### config.mk
export PLATFORM = sky130hd
export DESIGN_NAME = mfcc_frame_sequencer
export DESIGN_NICKNAME = d
export VERILOG_FILES = /design/src/rtl/mfcc_pkg.sv /design/src/rtl/mfcc_frame_sequencer.sv
export SDC_FILE = /design/constraint.sdc
export NUM_CORES = 1
export LEC_CHECK = 0
export ABC_AREA = 0
export CAP_MARGIN = 20
export CORE_MARGIN = 10
export CORE_UTILIZATION = 40
export CTS_BUF_LIST = sky130_fd_sc_hd__clkbuf_2
export DETAILED_ROUTE_END_ITERATION = 12
export DONT_BUFFER_PORTS = 1
export PLACE_DENSITY_LB_ADDON = 0.1
export SLEW_MARGIN = 10
export SYNTH_ARGS = -nofsm -noshare
export SYNTH_HDL_FRONTEND = slang
export SYNTH_SLANG_ARGS = --single-unit
### constraint.sdc
create_clock -name clk -period 3.91 [get_ports clk]
set_input_delay 1.173 -clock clk [delete_from_list [all_inputs] [get_ports clk]]
set_output_delay 1.173 -clock clk [all_outputs]
set_load 0.03 [all_outputs]
### src/rtl/mfcc_pkg.sv
// Shared types and frame geometry for the MFCC front-end control path.
package mfcc_pkg;

   typedef enum logic [2:0] {
      ST_IDLE     = 3'd0,
      ST_WAIT_WIN = 3'd1,
      ST_RUN_HAM  = 3'd2,
      ST_HANDOFF  = 3'd3,
      ST_RUN_FFT  = 3'd4,
      ST_DONE     = 3'd5
   } seq_state_t;

   localparam int FRAME_SIZE = 400;
   localparam int FRAME_MOVE = 160;
   localparam int NFFT       = 512;

endpackage

### src/rtl/mfcc_frame_sequencer.sv
// Frame-level sequencer: window_buffer -> Hamming_Window -> FFT, with frame count and watchdog.
// state    | meaning
// IDLE     | stopped, waits for enable_i (and re-arm after a timeout)
// WAIT_WIN | waits for an assembled frame from window_buffer
// RUN_HAM  | Hamming window running
// HANDOFF  | issuing start_move / fft_start one-shots
// RUN_FFT  | FFT consuming frame, window refills in parallel
// DONE     | frame budget reached, holds until enable_i drops
module mfcc_frame_sequencer #(
   parameter int FRAME_CNT_WIDTH = 16,
   parameter int TIMEOUT_CYCLES  = 4096,
   parameter int TO_WIDTH        = 13
) (
   input  logic                       clk,
   input  logic                       rst_n,
   input  logic                       enable_i,
   input  logic [FRAME_CNT_WIDTH-1:0] cfg_max_frames_i,
   input  logic                       win_frame_rdy_i,
   input  logic                       win_idle_i,
   output logic                       ham_start_o,
   input  logic                       ham_done_i,
   output logic                       start_move_o,
   input  logic                       fft_ready_i,
   output logic                       fft_start_o,
   input  logic                       fft_done_i,
   output logic [FRAME_CNT_WIDTH-1:0] frame_cnt_o,
   output logic                       busy_o,
   output logic                       done_o,
   output logic                       error_o,
   output logic [2:0]                 state_o
);
   import mfcc_pkg::*;

   localparam int W = FRAME_CNT_WIDTH;
   localparam logic [TO_WIDTH-1:0] WD_LAST =
      TO_WIDTH'((TIMEOUT_CYCLES > 0) ? TIMEOUT_CYCLES - 1 : 0);

   seq_state_t          state, state_n;
   logic [W-1:0]        max_q, max_n, cnt_q, cnt_n, cnt_inc;
   logic [TO_WIDTH-1:0] wd_cnt;
   logic                moved, moved_n, started, started_n;
   logic                rdy_used, used_n, wd_block, block_n, err_q, err_n;
   logic                ham_q, ham_n, move_q, move_n, fft_q, fft_n;
   logic                last_frame, wd_active;

   assign cnt_inc    = (&cnt_q) ? cnt_q : cnt_q + W'(1);
   assign last_frame = (|max_q) && (({1'b0, cnt_q} + (W+1)'(1)) == {1'b0, max_q});
   assign wd_active  = (state == ST_WAIT_WIN) || (state == ST_RUN_HAM) ||
                       (state == ST_HANDOFF)  || (state == ST_RUN_FFT);

   always_comb begin
      state_n   = state;
      max_n     = max_q;
      cnt_n     = cnt_q;
      moved_n   = moved;
      started_n = started;
      used_n    = rdy_used & win_frame_rdy_i;
      block_n   = wd_block;
      err_n     = err_q;
      ham_n     = 1'b0;
      move_n    = 1'b0;
      fft_n     = 1'b0;
      case (state)
         ST_IDLE: begin
            used_n = 1'b0;
            if (!enable_i) begin
               block_n = 1'b0;
            end else if (!wd_block) begin
               max_n   = cfg_max_frames_i;
               cnt_n   = '0;
               state_n = ST_WAIT_WIN;
            end
         end
         ST_WAIT_WIN: begin
            // A level-held frame-ready is consumed once until the window slides.
            if (!enable_i) begin
               state_n = ST_IDLE;
            end else if (win_frame_rdy_i && !rdy_used) begin
               ham_n   = 1'b1;
               used_n  = 1'b1;
               state_n = ST_RUN_HAM;
            end
         end
         ST_RUN_HAM: begin
            if (ham_done_i) begin
               moved_n   = 1'b0;
               started_n = 1'b0;
               state_n   = ST_HANDOFF;
            end
         end
         ST_HANDOFF: begin
            if (last_frame) begin
               moved_n = 1'b1;
            end else if (win_idle_i && !moved) begin
               move_n  = 1'b1;
               moved_n = 1'b1;
               used_n  = 1'b0;
            end
            if (fft_ready_i && !started) begin
               fft_n     = 1'b1;
               started_n = 1'b1;
            end
            if (moved_n && started_n) state_n = ST_RUN_FFT;
         end
         ST_RUN_FFT: begin
            if (fft_done_i) begin
               cnt_n = cnt_inc;
               if ((|max_q) && (cnt_inc == max_q)) state_n = ST_DONE;
               else if (enable_i)                  state_n = ST_WAIT_WIN;
               else                                state_n = ST_IDLE;
            end
         end
         ST_DONE: begin
            if (!enable_i) state_n = ST_IDLE;
         end
         default: state_n = ST_IDLE;
      endcase
      if ((TIMEOUT_CYCLES != 0) && wd_active && (state_n == state) && (wd_cnt == WD_LAST)) begin
         err_n   = 1'b1;
         block_n = 1'b1;
         state_n = ST_IDLE;
         ham_n   = 1'b0;
         move_n  = 1'b0;
         fft_n   = 1'b0;
      end
   end

   always_ff @(posedge clk or negedge rst_n) begin
      if (!rst_n) begin
         state    <= ST_IDLE;
         max_q    <= '0;
         cnt_q    <= '0;
         wd_cnt   <= '0;
         moved    <= 1'b0;
         started  <= 1'b0;
         rdy_used <= 1'b0;
         wd_block <= 1'b0;
         err_q    <= 1'b0;
         ham_q    <= 1'b0;
         move_q   <= 1'b0;
         fft_q    <= 1'b0;
      end else begin
         state    <= state_n;
         max_q    <= max_n;
         cnt_q    <= cnt_n;
         moved    <= moved_n;
         started  <= started_n;
         rdy_used <= used_n;
         wd_block <= block_n;
         err_q    <= err_n;
         ham_q    <= ham_n;
         move_q   <= move_n;
         fft_q    <= fft_n;
         if ((state_n != state) || !wd_active) wd_cnt <= '0;
         else                                  wd_cnt <= wd_cnt + TO_WIDTH'(1);
      end
   end

   assign ham_start_o  = ham_q;
   assign start_move_o = move_q;
   assign fft_start_o  = fft_q;
   assign frame_cnt_o  = cnt_q;
   assign busy_o       = (state != ST_IDLE) && (state != ST_DONE);
   assign done_o       = (state == ST_DONE);
   assign error_o      = err_q;
   assign state_o      = state;

endmodule

* Word-level counts from Yosys, hierarchy flattened
Cells that the tools add are included.
** Cells by class
- $add $sub $neg :: 3
- Equality and inequality tests :: 16
- Mux-type cells :: 45
- Bitwise gates (word level) :: 2
- Reductions and logical operators :: 28
** Operators with widths (number)
- $mux 16 :: 4
- $pmux 16 s2 :: 1
- $mux 3 :: 10
- $mux 1 :: 25
- $pmux 3 s6 :: 1
- $add 16x1->17 const B :: 1
- $eq 17x16->1 :: 1
- $add 16x1->16 const B :: 1
- $eq 16x16->1 :: 1
- $reduce_and 16->1 :: 1
- $reduce_or 16->1 :: 1
- $add 13x1->13 const B :: 1
- $eq 13x12->1 const B :: 1
- $mux 13 :: 1
- $logic_and 1x1->1 :: 9
- $ne 2x2->1 const B :: 4
- $eq 3x2->1 const B :: 2
- $eq 3x3->1 const B :: 2
- $reduce_bool 2->1 :: 3
- $logic_not 1->1 :: 4
- $logic_or 1x1->1 :: 4
- $pmux 1 s2 :: 2
- $reduce_and 2->1 :: 2
- $reduce_and 4->1 :: 1
- other kinds (11) :: 11
** Word-level totals
- Register bits after elaboration :: 56
- Bits of input ports :: 24
- Output and inout port bits :: 25
- Word-level logic and storage cells :: 106

* Logic depth before layout (Yosys ltp)
Gate-level depths: netlist (run 1).
- Depth in word-level cells :: 15
- Depth in mapped cells :: 13
- Depth with buffers taken out :: 10

* Worst setup path before layout (run 1)
Ideal clock, no wire load.
- Path type :: reg-to-reg
- Start point :: register cnt_q[0], in the netlist frame_cnt_o[0]
- End point :: register state[1], in the netlist state_o[1]
- Library setup time :: 121 ps
- Arrival :: 3092 ps
- Required time :: 3789 ps
- Slack :: 696 ps
- Cell stages (with the launch flop) :: 13
- Path buffers :: 2
- Clock period less this slack :: 3214 ps
- Cells stage by stage :: dfrtp_1 > ha_1 > buf_2 > nand4_4 > or4_1 > clkbuf_1 > mux2i_1 > xor2_1 > and4_1 > o2111ai_2 > nor2_4 > a2111o_1 > o22a_1
** Between the ends
- Word-level cells in the longest chain between the ends :: 12
- Elaborated cells on any way between the ends :: 19
- Classes of those cells :: add/sub: 2; eq/ne: 3; mux: 8; reduce/logical: 6
** RTL lines
- start, declared :: RTL line mfcc_frame_sequencer.sv:39 : logic [W-1:0] max_q, max_n, cnt_q, cnt_n, cnt_inc;
- start signal, assigned :: RTL line mfcc_frame_sequencer.sv:145 : cnt_q <= cnt_n;
- $add 16x1->17 :: RTL line mfcc_frame_sequencer.sv:47 : assign last_frame = (|max_q) && (({1'b0, cnt_q} + (W+1)'(1)) == {1'b0, max_q});
- $eq 17x16->1 :: RTL line mfcc_frame_sequencer.sv:47
- $logic_and 1x1->1 :: RTL line mfcc_frame_sequencer.sv:47
- $mux 1 :: RTL line mfcc_frame_sequencer.sv:92 : if (last_frame) begin
- $mux 1 :: RTL line mfcc_frame_sequencer.sv:63 : case (state)
- $logic_and 1x1->1 :: RTL line mfcc_frame_sequencer.sv:103 : if (moved_n && started_n) state_n = ST_RUN_FFT;
- $mux 3 :: RTL line mfcc_frame_sequencer.sv:103
- $pmux 3 s6 (*) :: RTL line mfcc_frame_sequencer.sv:63
- $eq 3x3->1 :: RTL line mfcc_frame_sequencer.sv:118 : if ((TIMEOUT_CYCLES != 0) && wd_active && (state_n == state) && (wd_cnt == WD_LAST)) begin
- $logic_and 1x1->1 (2 in a row) :: RTL line mfcc_frame_sequencer.sv:118
- $mux 3 (*) :: RTL line mfcc_frame_sequencer.sv:118
- named net state_n[1] :: RTL line mfcc_frame_sequencer.sv:38 : seq_state_t state, state_n;
- end signal, assigned :: RTL line mfcc_frame_sequencer.sv:143 : state <= state_n;
- end, declared :: RTL line mfcc_frame_sequencer.sv:38
Mark *: on every way through the listed nets, which the timed path passes. The rest lies on a longest branch. The select of a mux whose other input is x is not followed.
A chain may end at the register's enable or synchronous reset.

* Final worst setup path (run 1)
- Start point :: register cnt_q[5], in the netlist frame_cnt_o[5]
- End point :: register wd_cnt[11]
** Between the ends
- Word-level cells in the longest chain between the ends :: 15
- Elaborated cells on any way between the ends :: 22
- Classes of those cells :: add/sub: 2; eq/ne: 4; mux: 9; reduce/logical: 7
** RTL lines
- $add 16x1->17 :: RTL line mfcc_frame_sequencer.sv:47
- $eq 17x16->1 :: RTL line mfcc_frame_sequencer.sv:47
- $logic_and 1x1->1 :: RTL line mfcc_frame_sequencer.sv:47
- $mux 1 :: RTL line mfcc_frame_sequencer.sv:92
- $mux 1 :: RTL line mfcc_frame_sequencer.sv:63
- $logic_and 1x1->1 :: RTL line mfcc_frame_sequencer.sv:103
- $mux 3 :: RTL line mfcc_frame_sequencer.sv:103
- $pmux 3 s6 (*) :: RTL line mfcc_frame_sequencer.sv:63
- $eq 3x3->1 :: RTL line mfcc_frame_sequencer.sv:118
- $logic_and 1x1->1 (2 in a row) :: RTL line mfcc_frame_sequencer.sv:118
- $mux 3 (*) :: RTL line mfcc_frame_sequencer.sv:118
- $ne 3x3->1 (*) :: RTL line mfcc_frame_sequencer.sv:154 : if ((state_n != state) || !wd_active) wd_cnt <= '0;
- $logic_or 1x1->1 (*) :: RTL line mfcc_frame_sequencer.sv:154
- $mux 13 (*) :: RTL line mfcc_frame_sequencer.sv:154
- end signal, assigned :: RTL line mfcc_frame_sequencer.sv:155 : else wd_cnt <= wd_cnt + TO_WIDTH'(1);
- end, declared :: RTL line mfcc_frame_sequencer.sv:40 : logic [TO_WIDTH-1:0] wd_cnt;
Mark *: on every way between the ends. The rest lies on a longest branch, timed or not. The select of a mux whose other input is x is not followed.

==> results of run 1 <==
-- routing by layer --
layer / vias up / part of all wire [%]
li1: 1667 / -
met1: 1653 / 47
met2: 86 / 47
met3: 15 / 5.8
met4: 0 / 1.1
met5: - / 0
-- power breakdown --
group          switching, mW  internal [mW]
combinational          0.574          0.423
clock                  0.199         0.0446
sequential             0.270          0.703
total                   1.04           1.17
-- cell usage after synthesis, drive strengths merged (5+ instances only) --
| cell type | n | area, um2 |
|---|---|---|
| nor3 | 22 | 187.7 |
| buf | 14 | 90.08 |
| xor2 | 13 | 113.9 |
| a31oi | 6 | 50.04 |
| inv | 14 | 52.55 |
| nor2 | 33 | 131.4 |
| nor4b | 6 | 65.06 |
| and3 | 7 | 43.79 |
| a21oi | 22 | 110.1 |
| xnor2 | 32 | 280.3 |
| clkbuf | 17 | 63.81 |
| o21ai | 39 | 198.9 |
| nand4 | 10 | 92.59 |
| dfrtp | 56 | 1401 |
| nor4 | 11 | 111.4 |
| o21a | 5 | 37.54 |
| nand2 | 42 | 157.7 |
| nand3 | 14 | 87.59 |
| mux2 | 17 | 191.4 |
-- registers in the layout, summed over array words and instances, names as in the netlist --
register and count:
started 1, fft_start_o 1, rdy_used 1, error_o 1, state_o 3, moved 1
start_move_o 1, ham_start_o 1, wd_block 1, max_q 16, wd_cnt 13, frame_cnt_o 16
-- final timing paths --
check | endpoint | depth (start not counted) | slack (ps) | startpoint
hold reg to reg | ham_start_o | 1 | 510 | rdy_used
min in group clk | ham_start_o | 1 | 510 | rdy_used
setup / recovery | wd_cnt[11] | 9 | 360 | frame_cnt_o[5]
max in group asynchronous | frame_cnt_o[2] | 0 | 3450 | rst_n
hold / removal | wd_cnt[7] | 0 | 330 | rst_n
setup reg to reg | wd_cnt[11] | 9 | 360 | frame_cnt_o[5]
-- worst max-delay path, delay by kind of cell (launching register included) --
kind,cells,cell delay (ps)
mux,1,240
flops,1,810
simple gates,5,1750
xor+xnor,1,280
compound gates,2,400
-- per-stage QoR --
stage	worst slack [ps]	cell area [um2]	util, %	instances	total power, mW
after CTS	369.5	4345	43.85	588	2.229
after global placement	462.6	4297	43.36	580	1.968
after detailed placement	430.0	4297	43.36	580	1.972
after global routing	255.0	4345	43.85	588	2.387
after floorplan	696.4	4118	-	457	1.729
final	358.3	4345	43.85	588	2.213
-- cell families after synthesis --
group,count (synthesis),synth area share (%)
xor gates and xnor gates,46,10.12
buffers and inverters,45,5.013
muxes,21,5.621
adders and majority gates,2,0.6076
and+or+nand+nor,170,25.59
DFF,56,34.03
AOI/OAI and AO/OA,117,19.02
-- cells in the final DEF, fill, tap and decap left out, types with 9 or more instances in the layout --
cell and count:
a21oi_1 22, buf_4 21, dfrtp_1 56, inv_1 14
mux2_2 17, nand2_1 42, nand3_1 12, nor2_1 32
nor3_1 9, nor3_2 11, o21ai_0 35, xnor2_1 32
xor2_1 13
-- layout make-up --
cell class                      instances  area [um2]  area share [%]
Inverter                               14       52.55           1.209
Sequential cell                        56        1401           32.25
Clock inverter                          3       23.77          0.5471
Clock buffer                            5       25.02          0.5759
Timing Repair Buffer                   21       157.7           3.628
Tap cell                              133       166.4           3.830
Multi-Input combinational cell        356        2519           57.96
==> impl_metrics.toml, run 1 <==
[power_and_ir_drop]
power_density_nw_per_um2 = 509.3
cellLeakagePower_nw = 1.758
ir_drop_uv = 326.5

[timing]
setup_violations = 0
finalHoldViolations = 0
min_period_ps = 3552
fin_hold_ws_ps = 334.2
max-slew-margin-rel_pct = 40.58
clock_skew_ps = 26.32
rsz0062_at_grt = "no"
max_clock_freq_ghz = 0.2816
report.final.slew_viol_count = 0
fin_crit_sh_pct = 90.84
tns_ps = 0
worst_pin_slew_ps = 888.8

[drt]
ant_nets = 0
wl_per_cell_um = 18.75
initialDrtViolationCount = 225
finalWirelength_mm = 11.02
drtPass1Iterations = 4
drc = 0
via_count = 3421
viasPerCell = 5.818

[floorplan]
die_height_um = 121.5
die_x_um = 121.5
dieArea_um2 = 14750
initial_core_util_pct = 41.55
ios = 49
coreArea_um2 = 9910
rows = 36

[yosys]
yosysSeqAreaShare_pct = 34.03
synth_warnings = 0
ys_types = 76
synth_seq_cells = 56
synth_edf_count = 0
syn_nets = 483
synthCells = 457
syn-mean-instance-area_um2 = 9.010
syn_area_um2 = 4118
ys.flop_type = "dfrtp_1"
async_flop_share_pct = 100.0

[worst_setup_path]
cp.required_ps = 4330
crit_arrival_ps = 3970
path_cells = "nand3_4 -> or4_1 -> mux2i_1 -> xor2_1 -> and4_1 -> o2111ai_2 -> nor2_4 -> o21ai_2 -> nor4b_2"
cpPeakStageDelay_ps = 810
critical_path.slowest_cell = "dfrtp_1"
path_max_fanout = 13
critical_path_class = "register to register"
cp-start-kind = "register"
end_kind = "register"

[clocking]
cts_tree = "done"
cts_max_level = 2
cts_resized = 0
clk_pin_slew_worst_paths_ps = 310
clockBufferDepth = 2
numCtsBuffers = 5
clock_latency_ps = 470
postCtsSetupRepairBufs = 0
cts_root_buffer = "clkbuf_2"
ctsHoldBuffers = 0
numClockSinks = 56

[flow_run]
cap_violations = 0

[global_route]
grt_util_met3_pct = 3.909
grt.overflow.total = 0
gr-usage-met1_pct = 20.32
antenna_found_initial = 0
grt_usage_pct = 15.30
grt_max_degree = 57
grt_pass1_vias = 3445
grt_pass1_wl_mm = 18.53
grt-busiest-layer = "met2"
grtUsageMet2_pct = 24.32

[worst_hold_path]
hold_class = "primary input to async pin"

[finish]
diodes = 0
fill_cells = 1008
area.growth.synth_to_final_pct = 5.530
nNetsFinal = 480
drive_gt1_share_pct = 17.14

[place]
place_congestion = 0.8953
dp_hpwl_mm = 8.224
port_buffers = 0

[status]
outcome = "finished clean"
(Power assumes the default switching activity.)
==> run 2, diff against run 1 <==
- CAP_MARGIN: 20 -> 0
==> results of run 2 <==
The final DEF is identical to that of run 1; final timing and power are the same.
==> run 3, diff against run 2 <==
- CELL_PAD_IN_SITES_DETAIL_PLACEMENT: default -> 0
- CELL_PAD_IN_SITES_GLOBAL_PLACEMENT: default -> 1
==> run 3 against run 2 <==
  * Cell count rose by 0.85%
  * Critical endpoint is now wd_cnt[0]
  * Largest power group unchanged
  * Routed wire length increased by 6.8%
  * Register-to-register slack better by 180 ps
  * Highest routed layer unchanged
  * Global-route usage rose by 1.2 points
  * Via count grew 0.53%
  * Hold slack got worse by 64 ps
==> impl_metrics.toml, run 3 (same netlist as run 1, synthesis figures left out) <==
[finish]
drive_gt1_share_pct = 17.86
nNetsFinal = 484
instances_no_fill = 593
seq_area_um2 = 1401
fill_cells = 1018
layout_common_cells = "dfrtp_1 (56), nand2_1 (42), o21ai_0 (35)"
area.growth.synth_to_final_pct = 6.442
layout_commonest_cell = "dfrtp_1"
multi_input_area_um2 = 2519

[power_and_ir_drop]
cellLeakagePower_nw = 1.788
clock_power_share_pct = 12.4
pwr-share-seq_pct = 41.4
ir_drop_uv = 280.2
internal_power_mw = 1.200
power.switching_mw = 1.077
power_density_nw_per_um2 = 519.5
combPwrFrac_pct = 46.2
swShare_pct = 47.29

[timing]
max_clock_freq_ghz = 0.2964
tns_ps = 0
setup_violations = 0
rsz0062_at_grt = "no"
worst_pin_slew_ps = 872.5
max-slew-margin-rel_pct = 41.67
finalHoldViolations = 0
report.final.slew_viol_count = 0
min_period_ps = 3373
fin_crit_sh_pct = 86.28
clock_skew_ps = 29.40

[global_route]
gr-usage-met1_pct = 22.31
grt_max_degree = 57
grt-busiest-layer = "met2"
grtUsageMet2_pct = 25.34
grt_util_met3_pct = 4.514
grt_pass1_vias = 3451
grt_pass1_wl_mm = 19.51
antenna_found_initial = 1
grt.overflow.total = 0
grt_usage_pct = 16.47

[floorplan]
initial_core_util_pct = 41.55
dieArea_um2 = 14750
coreArea_um2 = 9910
die_x_um = 121.5
rows = 36
die_height_um = 121.5
ios = 49

[clocking]
ctsHoldBuffers = 0
clock_latency_ps = 520
cts_max_level = 2
postCtsSetupRepairBufs = 0
cts_tree = "done"
numCtsBuffers = 5
clk_pin_slew_worst_paths_ps = 360
numClockSinks = 56
cts_resized = 0
cts_root_buffer = "clkbuf_2"
clockBufferDepth = 2

[drt]
ant_nets = 0
drtPass1Iterations = 4
via_count = 3439
wl_per_cell_um = 19.85
viasPerCell = 5.799
initialDrtViolationCount = 232
drc = 0
finalWirelength_mm = 11.77

[place]
port_buffers = 0
dp_hpwl_mm = 8.753
placedCellCount = 584
place_congestion = 0.8621

[worst_setup_path]
crit_arrival_ps = 3810
cp.required_ps = 4350
path_max_fanout = 7
end_kind = "register"
critical_path_class = "register to register"
cp-start-kind = "register"

[worst_hold_path]
hold_class = "primary input to async pin"

[flow_run]
cap_violations = 0

[status]
outcome = "finished clean"
==> run 3: cell types whose count changed in the layout (fill, tap and decap cells not counted), sizes merged <==
cell and change:
buf +4, clkinv -1, clkinvlp -2, inv +3, diode +1
==> run 3: layout make-up <==
type / count / area share (%)
Timing Repair Buffer: 25 / 4.282
Multi-Input combinational cell: 356 / 57.47
Clock inverter: 3 / 0.6566
Inverter: 14 / 1.199
Clock buffer: 5 / 0.5709
Sequential cell: 56 / 31.97
Antenna cell: 1 / 0.05709
Tap cell: 133 / 3.797
==> run 3: worst paths after layout <==
path,startpoint,end,slack [ps],depth (start not counted)
worst max register to register,frame_cnt_o[1],wd_cnt[0],540,11
max in group asynchronous,rst_n,wd_cnt[9],3500,0
worst min-delay path,rst_n,frame_cnt_o[7],270,0
worst min register to register,rdy_used,ham_start_o,520,1
worst max-delay path,frame_cnt_o[1],wd_cnt[0],540,11
min in group clk,rdy_used,ham_start_o,520,1
==> run 3: per-stage QoR <==
stage | power [mW] | worst slack (ps) | area (um2) | hold WS, ps | utilization [%]
4_1_cts | 2.292 | 542.2 | 4380 | 231.4 | 44.20
5_1_grt | 2.453 | 99.10 | 4380 | 192.0 | 44.20
6_report | 2.277 | 536.5 | 4383 | 270.0 | 44.23
3_3_place_gp | 1.989 | 632.1 | 4327 | 486.2 | 43.66
2_1_floorplan | 1.729 | 696.4 | 4118 | 443.1 | -
3_5_place_dp | 1.997 | 604.9 | 4327 | 477.0 | 43.66
==> run 3: critical path, cell delays in order, from the launching register on <==
cell       delay (ps)
dfrtp_1           530
ha_1              250
nand4_4           210
or4_1             720
mux2i_1           180
xor2_1            150
and4_1            160
o2111ai_2         100
nor2_4             80
a211o_1           450
buf_4             220
nor4b_2           240
==> run 3: per-layer routing <==
layer / part of all wire (%) / vias up
met5: 0 / -
met4: 0.95 / 0
met3: 7.0 / 10
met2: 45 / 75
met1: 47 / 1689
li1: - / 1665
==> run 3: power by group through the flow <==
stage	clock (mW)	combinational [mW]	sequential, mW
finish	0.282	1.05	0.944
global placement	0	1.04	0.949
global route	0.321	1.16	0.972
detailed placement	0	1.04	0.953
floorplan	0	0.861	0.868
CTS	0.297	1.05	0.942
